File: src/rtl/seg_scan_if.sv
// Display-side bundle for seg_scan_mux: hex/dp/blank/brightness in, registered segment/select pins out.
interface seg_scan_if #(
    parameter int NUM_DIGITS = 4
);
    logic [4*NUM_DIGITS-1:0] data;
    logic [NUM_DIGITS-1:0]   dp_in;
    logic [NUM_DIGITS-1:0]   blank_in;
    logic [3:0]              brightness;
    logic [7:0]              seg;
    logic [NUM_DIGITS-1:0]   cs;
    logic                    frame_done;

    modport master (
        output data, dp_in, blank_in, brightness,
        input  seg, cs, frame_done
    );

    modport slave (
        input  data, dp_in, blank_in, brightness,
        output seg, cs, frame_done
    );
endinterface

File: src/rtl/seg_scan_mux.sv
// Time-multiplexed common-anode 7-segment driver with 16-step PWM and frame-boundary data capture.
// Optional leading-zero suppression is enabled by defining SEG_SCAN_LZ_SUPPRESS_EN.
module seg_scan_mux #(
    parameter int NUM_DIGITS = 4,
    parameter int CLK_DIV    = 50000,
    parameter int SUB_DIV    = CLK_DIV / 16
) (
    input  logic       clk,
    input  logic       rst_n,
    seg_scan_if.slave  bus
);
    localparam int PW = (SUB_DIV > 1) ? $clog2(SUB_DIV) : 1;
    localparam int IW = (NUM_DIGITS > 1) ? $clog2(NUM_DIGITS) : 1;
    localparam int DW = 4 * NUM_DIGITS;

    logic [PW-1:0]         presc;
    logic [3:0]            phase;
    logic [IW-1:0]         index;
    logic [DW-1:0]         shadow_data;
    logic [NUM_DIGITS-1:0] shadow_dp;
    logic [NUM_DIGITS-1:0] shadow_blank;
    logic [7:0]            seg_r;
    logic [NUM_DIGITS-1:0] cs_r;
    logic                  frame_done_r;

    logic                  sub_tick;
    logic                  slot_tick;
    logic                  last_digit;
    logic                  frame_tick;
    logic [NUM_DIGITS-1:0] blank_next;
    logic [NUM_DIGITS-1:0] sel;
    logic [3:0]            nib;
    logic                  cur_dp;
    logic                  cur_blank;
    logic                  lit;
    logic [7:0]            decoded;

    function automatic logic [7:0] hex_to_seg(input logic [3:0] n);
        case (n)
            4'h0: hex_to_seg = 8'hC0;
            4'h1: hex_to_seg = 8'hF9;
            4'h2: hex_to_seg = 8'hA4;
            4'h3: hex_to_seg = 8'hB0;
            4'h4: hex_to_seg = 8'h99;
            4'h5: hex_to_seg = 8'h92;
            4'h6: hex_to_seg = 8'h82;
            4'h7: hex_to_seg = 8'hF8;
            4'h8: hex_to_seg = 8'h80;
            4'h9: hex_to_seg = 8'h90;
            4'hA: hex_to_seg = 8'h88;
            4'hB: hex_to_seg = 8'h83;
            4'hC: hex_to_seg = 8'hC6;
            4'hD: hex_to_seg = 8'hA1;
            4'hE: hex_to_seg = 8'h86;
            default: hex_to_seg = 8'h8E;
        endcase
    endfunction

`ifdef SEG_SCAN_LZ_SUPPRESS_EN
    // Walk down from the top digit; the run of suppressed digits ends at the
    // first nonzero nibble or lit decimal point. Digit 0 is never touched.
    function automatic logic [NUM_DIGITS-1:0] lz_mask(input logic [DW-1:0] d,
                                                      input logic [NUM_DIGITS-1:0] dp);
        logic                  run;
        logic [NUM_DIGITS-1:0] mask;
        run  = 1'b1;
        mask = '0;
        for (int i = NUM_DIGITS - 1; i >= 1; i--) begin
            if (d[4*i +: 4] != 4'h0 || dp[i]) run = 1'b0;
            mask[i] = run;
        end
        return mask;
    endfunction

    assign blank_next = bus.blank_in | lz_mask(bus.data, bus.dp_in);
`else
    assign blank_next = bus.blank_in;
`endif

    assign sub_tick   = (presc == PW'(SUB_DIV - 1));
    assign slot_tick  = sub_tick && (phase == 4'd15);
    assign last_digit = (index == IW'(NUM_DIGITS - 1));
    assign frame_tick = slot_tick && last_digit;

    always_comb begin
        sel       = '0;
        nib       = 4'h0;
        cur_dp    = 1'b0;
        cur_blank = 1'b0;
        for (int i = 0; i < NUM_DIGITS; i++) begin
            if (index == IW'(i)) begin
                sel[i]    = 1'b1;
                nib       = shadow_data[4*i +: 4];
                cur_dp    = shadow_dp[i];
                cur_blank = shadow_blank[i];
            end
        end
        lit     = (phase <= bus.brightness) && !cur_blank;
        decoded = hex_to_seg(nib) & {~cur_dp, 7'h7F};
    end

    // Timing chain, frame capture and registered pin stage share one edge;
    // cs is derived from the single registered index so it stays one-hot-low.
    always_ff @(posedge clk) begin
        if (!rst_n) begin
            presc        <= '0;
            phase        <= 4'd0;
            index        <= '0;
            shadow_data  <= '0;
            shadow_dp    <= '0;
            shadow_blank <= '0;
            seg_r        <= 8'hFF;
            cs_r         <= '1;
            frame_done_r <= 1'b0;
        end else begin
            presc <= sub_tick ? '0 : presc + PW'(1);
            if (sub_tick) phase <= phase + 4'd1;
            if (slot_tick) index <= last_digit ? '0 : index + IW'(1);
            frame_done_r <= frame_tick;
            if (frame_tick) begin
                shadow_data  <= bus.data;
                shadow_dp    <= bus.dp_in;
                shadow_blank <= blank_next;
            end
            seg_r <= lit ? decoded : 8'hFF;
            cs_r  <= lit ? ~sel : '1;
        end
    end

    assign bus.seg        = seg_r;
    assign bus.cs         = cs_r;
    assign bus.frame_done = frame_done_r;
endmodule

File: src/flat_wrapper.sv
// flat-port wrapper written by rule: the top's interface ports become plain ports
module seg_scan_mux_flat 
#(
    parameter int NUM_DIGITS = 4,
    parameter int CLK_DIV    = 50000,
    parameter int SUB_DIV    = CLK_DIV / 16
)
  (clk, rst_n, bus_data, bus_dp_in, bus_blank_in, bus_brightness, bus_seg, bus_cs, bus_frame_done);
  seg_scan_if #(.NUM_DIGITS(NUM_DIGITS)) bus_i ();
  input  logic clk;
  input  logic rst_n;
  input wire logic [$bits(bus_i.data)-1:0] bus_data;
  input wire logic [$bits(bus_i.dp_in)-1:0] bus_dp_in;
  input wire logic [$bits(bus_i.blank_in)-1:0] bus_blank_in;
  input wire logic [$bits(bus_i.brightness)-1:0] bus_brightness;
  output wire logic [$bits(bus_i.seg)-1:0] bus_seg;
  output wire logic [$bits(bus_i.cs)-1:0] bus_cs;
  output wire logic [$bits(bus_i.frame_done)-1:0] bus_frame_done;
  assign bus_i.data = bus_data;
  assign bus_i.dp_in = bus_dp_in;
  assign bus_i.blank_in = bus_blank_in;
  assign bus_i.brightness = bus_brightness;
  assign bus_seg = bus_i.seg;
  assign bus_cs = bus_i.cs;
  assign bus_frame_done = bus_i.frame_done;
  seg_scan_mux #(.NUM_DIGITS(NUM_DIGITS), .CLK_DIV(CLK_DIV), .SUB_DIV(SUB_DIV)) u_core (.clk(clk), .rst_n(rst_n), .bus(bus_i));
endmodule
File: config.mk
export PLATFORM = sky130hd
export DESIGN_NAME = seg_scan_mux_flat
export DESIGN_NICKNAME = d
export VERILOG_FILES = /design/src/rtl/seg_scan_if.sv /design/src/rtl/seg_scan_mux.sv /design/src/flat_wrapper.sv
export SDC_FILE = /design/constraint.sdc
export NUM_CORES = 1
export LEC_CHECK = 0
export CAP_MARGIN = 0
export CORE_MARGIN = 1.5
export CORE_UTILIZATION = 53
export DETAILED_ROUTE_END_ITERATION = 7
export HOLD_SLACK_MARGIN = 0.02
export PLACE_DENSITY = 0.79
export SLEW_MARGIN = 20
export SYNTH_ARGS = -nofsm -noshare
export SYNTH_HDL_FRONTEND = slang
export SYNTH_SLANG_ARGS = --single-unit
File: constraint.sdc
create_clock -name clk -period 2.6 [get_ports clk]
set_input_delay 0.39 -clock clk [delete_from_list [all_inputs] [get_ports clk]]
set_output_delay 0.39 -clock clk [all_outputs]
set_load 0.05 [all_outputs]
After elaboration in Yosys (flattened, before gate mapping)
Memories as Yosys holds them, arrays and structs flattened.
Index checks and enable logic that the tools add are counted.
Operators by class
  reductions and logical operators: 7
  eq/ne operators: 5
  muxes and demuxes: 17
  add/sub/neg operators: 3
  order comparisons: 1
  bitwise gates (word level): 4
Operators by type and width (count)
  4-bit 2-to-1 mux: 4
  12-bit by 1-bit adder with 12-bit output, second input constant: 1
  12-bit == test, second input constant: 1
  1-bit 2-to-1 mux: 12
  8-bit AND: 1
  4-bit by 1-bit adder with 4-bit output, second input constant: 1
  2-bit == test, second input constant: 2
  4-bit == test, second input constant: 1
  4-bit <= comparator: 1
  4-bit NOT: 1
  1-bit logical AND: 3
  2-bit by 1-bit adder with 2-bit output, second input constant: 1
  2-bit by 1-bit == test with 1-bit output, second input constant: 1
  2-bit logical NOT: 1
  2-bit 2-to-1 mux: 1
  1-bit NOT: 2
  2-bit AND reduction: 1
  2-bit OR reduction: 1
  1-bit logical NOT: 1
Storage, ports and cells
  memories: 1
  ROM bits: 112
  bits of input ports: 30
  output and inout port bits: 13
  logic and storage cells: 47
  register bits after elaboration: 55
Memory list
  (no name shown): words 16, width 7, read ports 1, clocked after memory_dff 0, write ports 0, line seg_scan_mux.sv:39  | case (n)

Logic depth before layout (Yosys ltp)
  depth after elaboration: 8
  mapped depth: 12
  gate-level depth less buffers: 11

Worst setup path after synthesis
No wires, ideal clock.
  kind: reg-to-reg
  start: register u_core.index[0]
  end: register u_core.seg_r[3] (netlist: u_core.bus.seg[3])
  data required time: 2.463 ns
  data arrival time: 2.167 ns
  slack: 0.296 ns
  buffers on the path: 1
  period minus slack after synthesis: 2.304 ns
  stages on the path, launching flop included: 12
  setup time: 0.137 ns
  cells stage by stage: dfxtp_1 > inv_1 > ha_1 > buf_4 > or2_2 > a221oi_1 > a221oi_1 > inv_1 > ha_1 > nor2_1 > a211oi_1 > o21ai_0
On the way
  longest elaborated chain between the ends: 8
  elaborated cells between the ends (all ways): 17
  classes of those cells: eq/ne: 3; mux: 8; bitwise: 1; reduce/logical: 4; memory: 1
Ends and longest elaborated chain
  from (decl): line seg_scan_mux.sv:18  | logic [IW-1:0] index;
  from (signal assigned): line seg_scan_mux.sv:118  | if (slot_tick) index <= last_digit ? '0 : index + IW'(1);
  parallel branches: the longest is 8 deep, another holds memory read 16 x 7 bit
  to (signal assigned): line seg_scan_mux.sv:125  | seg_r <= lit ? decoded : 8'hFF;
  to (decl): line seg_scan_mux.sv:22  | logic [7:0] seg_r;
Parallel ways; which one is timed is not known.
A chain may end at the register's enable or synchronous reset.

Final worst setup path
  start: register u_core.index[0]
  end: register u_core.seg_r[6] (netlist: u_core.bus.seg[6])
Same word-level chain as after synthesis.

==> flow_summary_export.csv <==
group,metric,value,unit
pwr,p_leak,1.17,nW
route,drcViolationCount,0,
final_layout,synthToLayoutAreaGrowth,22.5,%
hold_path,hold_class,"reg -> reg",
clock_tree,cts.sinks,55,
worst_setup_path,cpPeakStageDelay,400,ps
final_layout,finish.utilization,0.672,
placement,gp_congestion,0.784,
global_routing,antenna_found_initial,0,
synth,synth-seq-area-share,0.425,
clock_tree,cts_root_buffer,"clkbuf_8",
worst_setup_path,cp-startpoint,"u_core.index[0]",
final_layout,regArea,1100,um^2
hold_path,whs_path_depth,2,
route,wl_met3,165,um
floorplan,core,4720,um^2
synth,synth_nets,357,
route,final_antenna_net_count,0,
pwr,seqPwrFrac,0.550,
synth,ys_ff_latch,55,
worst_setup_path,criticalPathCategory,"reg -> reg",
worst_setup_path,crit_path_frequent_cell,"inv_1",
placement,port_buffers,42,
final_layout,diodes,0,
global_routing,grt_pass1_vias,2089,
synth,syn_area,2590,um^2
worst_setup_path,crit_fanout,6,
route,wire_per_inst,13.0,um
synth,avgSynthCellArea,8.36,um^2
route,route.vias.total,2219,
worst_setup_path,rr_startpoint,"u_core.index[0]",
final_layout,final_design_area_no_fill,3170,um^2
sta,slew_violations,0,
global_routing,grt_use_total,0.214,
sta,rsz0062_at_grt,"false",
hold_path,min_from,"u_core.shadow_data[15]",
global_routing,grt_pass1_wl,8.91,mm
synth,synth_cell_types,44,
route,drt_iter0_markers,100,
worst_setup_path,worstSetupEndpointType,"flop",
floorplan,rows,25,
floorplan,num_io_pins,43,
sta,worstMarginPinSlew,740,ps
pwr,irDropWorstVdd,327,uV
clock_tree,clock_latency,300,ps
final_layout,nFillCells,409,
synth,synth_top_flop_cell,"dfxtp_1",
sta,relSlewSlack,0.507,
sta,setup_viol,0,
clock_tree,clockBufferDepth,2,
clock_tree,cts_tree,"built",
sta,period_needed,2410,ps
sta,tns,0,ps
worst_setup_path,startpoint_type,"flop",
floorplan,fp.dieH,72.9,um
worst_setup_path,cp_cell_sequence,"inv_1 > ha_1 > and2b_1 > a221oi_1 > a221o_1 > inv_1 > ha_1 > inv_1 > nor2_1 > a21oi_1 > o221ai_1",
pwr,powerDensity,491,nW/um^2
worst_setup_path,arrival,2580,ps
sta,fin_skew,7.95,ps
global_routing,grt_start_max_net_pins,27,
pwr,power_frac_comb,0.077,
worst_setup_path,cp.required,2770,ps
clock_tree,cts_buffers,5,
floorplan,die-area,5320,um^2
pwr,clkPwrFrac,0.373,
job,cap_violations,0,
route,drt-total-wl,5.41,mm
final_layout,final_nets,396,
synth,yosys_warnings,0,
route,wl_met1,2.44,mm
route,viasPerCell,5.32,
pwr,switching_share,0.213,
placement,dpl.hpwl,3.82,mm
route,wl_met2,2.72,mm
worst_setup_path,slowest_stage,"dfxtp_1",
floorplan,die_x,72.9,um
sta,finalHoldViolations,0,
sta,fin_crit_sh,0.927,
floorplan,initial_core_util,0.549,
synth,synth_edf_count,0,
global_routing,gr-total-overflow,0,
sta,fmax,415,MHz
clock_tree,htreeDepth,2,
final_layout,multi_input_area,1320,um^2
route,highest_layer,"met4",
worst_setup_path,ff2ff_path_depth,11,
route,drtPass1Iterations,4,
synth,async_flop_share,0,
clock_tree,path_clk_slew,100,ps
pwr,p_sw,333,uW
placement,dpl-instance-area,3050,um^2
synth,syn_inst,310,
final_layout,drive_gt1_frac,0.0629,
clock_tree,cts.hold.buffers_added,0,
pwr,p_int,1.23,mW
outcome,status,"complete, no violations",
-- kinds of logic after synthesis --
kind of cell | after synthesis | share of synthesized area
buffers and inverters | 37 | 0.0681
adder cells (fa/ha/maj) | 17 | 0.0821
AO/OA/AOI/OAI | 61 | 0.142
multiplexers | 1 | 0.00386
XOR/XNOR | 12 | 0.0406
flip-flops | 55 | 0.425
AND/OR/NAND/NOR | 127 | 0.239
-- registers in the layout (all words and copies together) (netlist names) --
name,count
u_core.bus.cs,4
u_core.bus.frame_done,1
u_core.bus.seg,8
u_core.index,2
u_core.phase,4
u_core.presc,12
u_core.shadow_blank,4
u_core.shadow_data,16
u_core.shadow_dp,4
-- final cells by class --
type                            instances  area share
Inverter                               18      0.0213
Multi-Input combinational cell        218       0.415
Sequential cell                        55       0.347
Clock buffer                            6      0.0260
Clock inverter                          2      0.0110
Timing Repair Buffer                   51       0.154
Tap cell                               67      0.0264
-- repair_timing --
| item | 4_1_cts | 5_1_grt |
|---|---|---|
| buffers inserted | 0 | 0 |
| hold endpoints to repair | 0 | 0 |
| gates resized for setup | 0 | 1 |
| setup endpoints to repair | 0 | 3 |
-- cells in the final DEF, fill, tap and decap left out, types with 2 or more instances in the layout --
cell             count
clkbuf_8             6
nor3_1               2
a221oi_1             3
nor2_1              22
nand2b_1             2
or3_1                2
o221ai_1             2
xnor2_1              5
nor2b_1              4
nand4_1              3
nand3_1             35
ha_1                16
nand2_1             40
a21oi_1             35
o211ai_1             2
xor2_1               7
inv_1               18
clkdlybuf4s50_1     42
nand3b_1             3
a211oi_1             3
buf_4                9
nor3b_1              2
and3_1               4
dfxtp_1             55
a211o_1              2
o21ai_0              7
-- synth_stat cells, drive strengths merged, types with 3 or more instances --
cell type   n  area (um^2)
nand2      40          150
a211oi      4         35.0
inv        18         67.6
o21ai       8         40.0
nor2       23         88.8
a21oi      35          175
a221oi      3         26.3
nand3b      3         22.5
xor2        7         61.3
dfxtp      55         1100
ha         17          213
buf        13         86.3
xnor2       5         43.8
nor2b       4         25.0
nand4       3         18.8
and3        4         25.0
clkbuf      6         22.5
nand3      35          175
-- power by group through the flow --
stage	clock network (mW)	registers [mW]	logic, mW
after floorplan	0	0.902	0.0283
after global routing	0.629	0.860	0.128
after detailed placement	0	0.878	0.120
after global placement	0	0.877	0.119
after CTS	0.590	0.858	0.121
final	0.581	0.858	0.120
-- per-stage QoR --
stage	power, mW	hold slack, ps	worst slack, ps	cells
2_1_floorplan	0.931	427	296	310
3_3_place_gp	0.996	440	366	409
3_5_place_dp	0.998	445	190	409
4_1_cts	1.57	457	136	417
5_1_grt	1.62	483	3.69	417
6_report	1.56	458	191	417
-- worst max-delay path: cells and delay by family (launching register included) --
family / cells / cell delay (ps)
adder cells (fa/ha/maj): 2 / 530
AO/OA/AOI/OAI: 4 / 770
buffers and inverters: 3 / 310
AND/OR/NAND/NOR: 2 / 260
flip-flops: 1 / 400
-- metal layers --
metal | track usage | vias up
met4 | 0.0713 | 0
met1 | 0.258 | 1033
li1 | - | 1135
met2 | 0.374 | 43
met5 | 0 | -
met3 | 0.0483 | 8
-- path summary, 6_finish.rpt --
check                                end  slack [ps]
setup / recovery       u_core.bus.seg[6]         190
hold reg to reg   u_core.shadow_data[15]         460
setup reg to reg       u_core.bus.seg[6]         190
hold / removal    u_core.shadow_data[15]         460
Power figures use the tool's default switching activity.
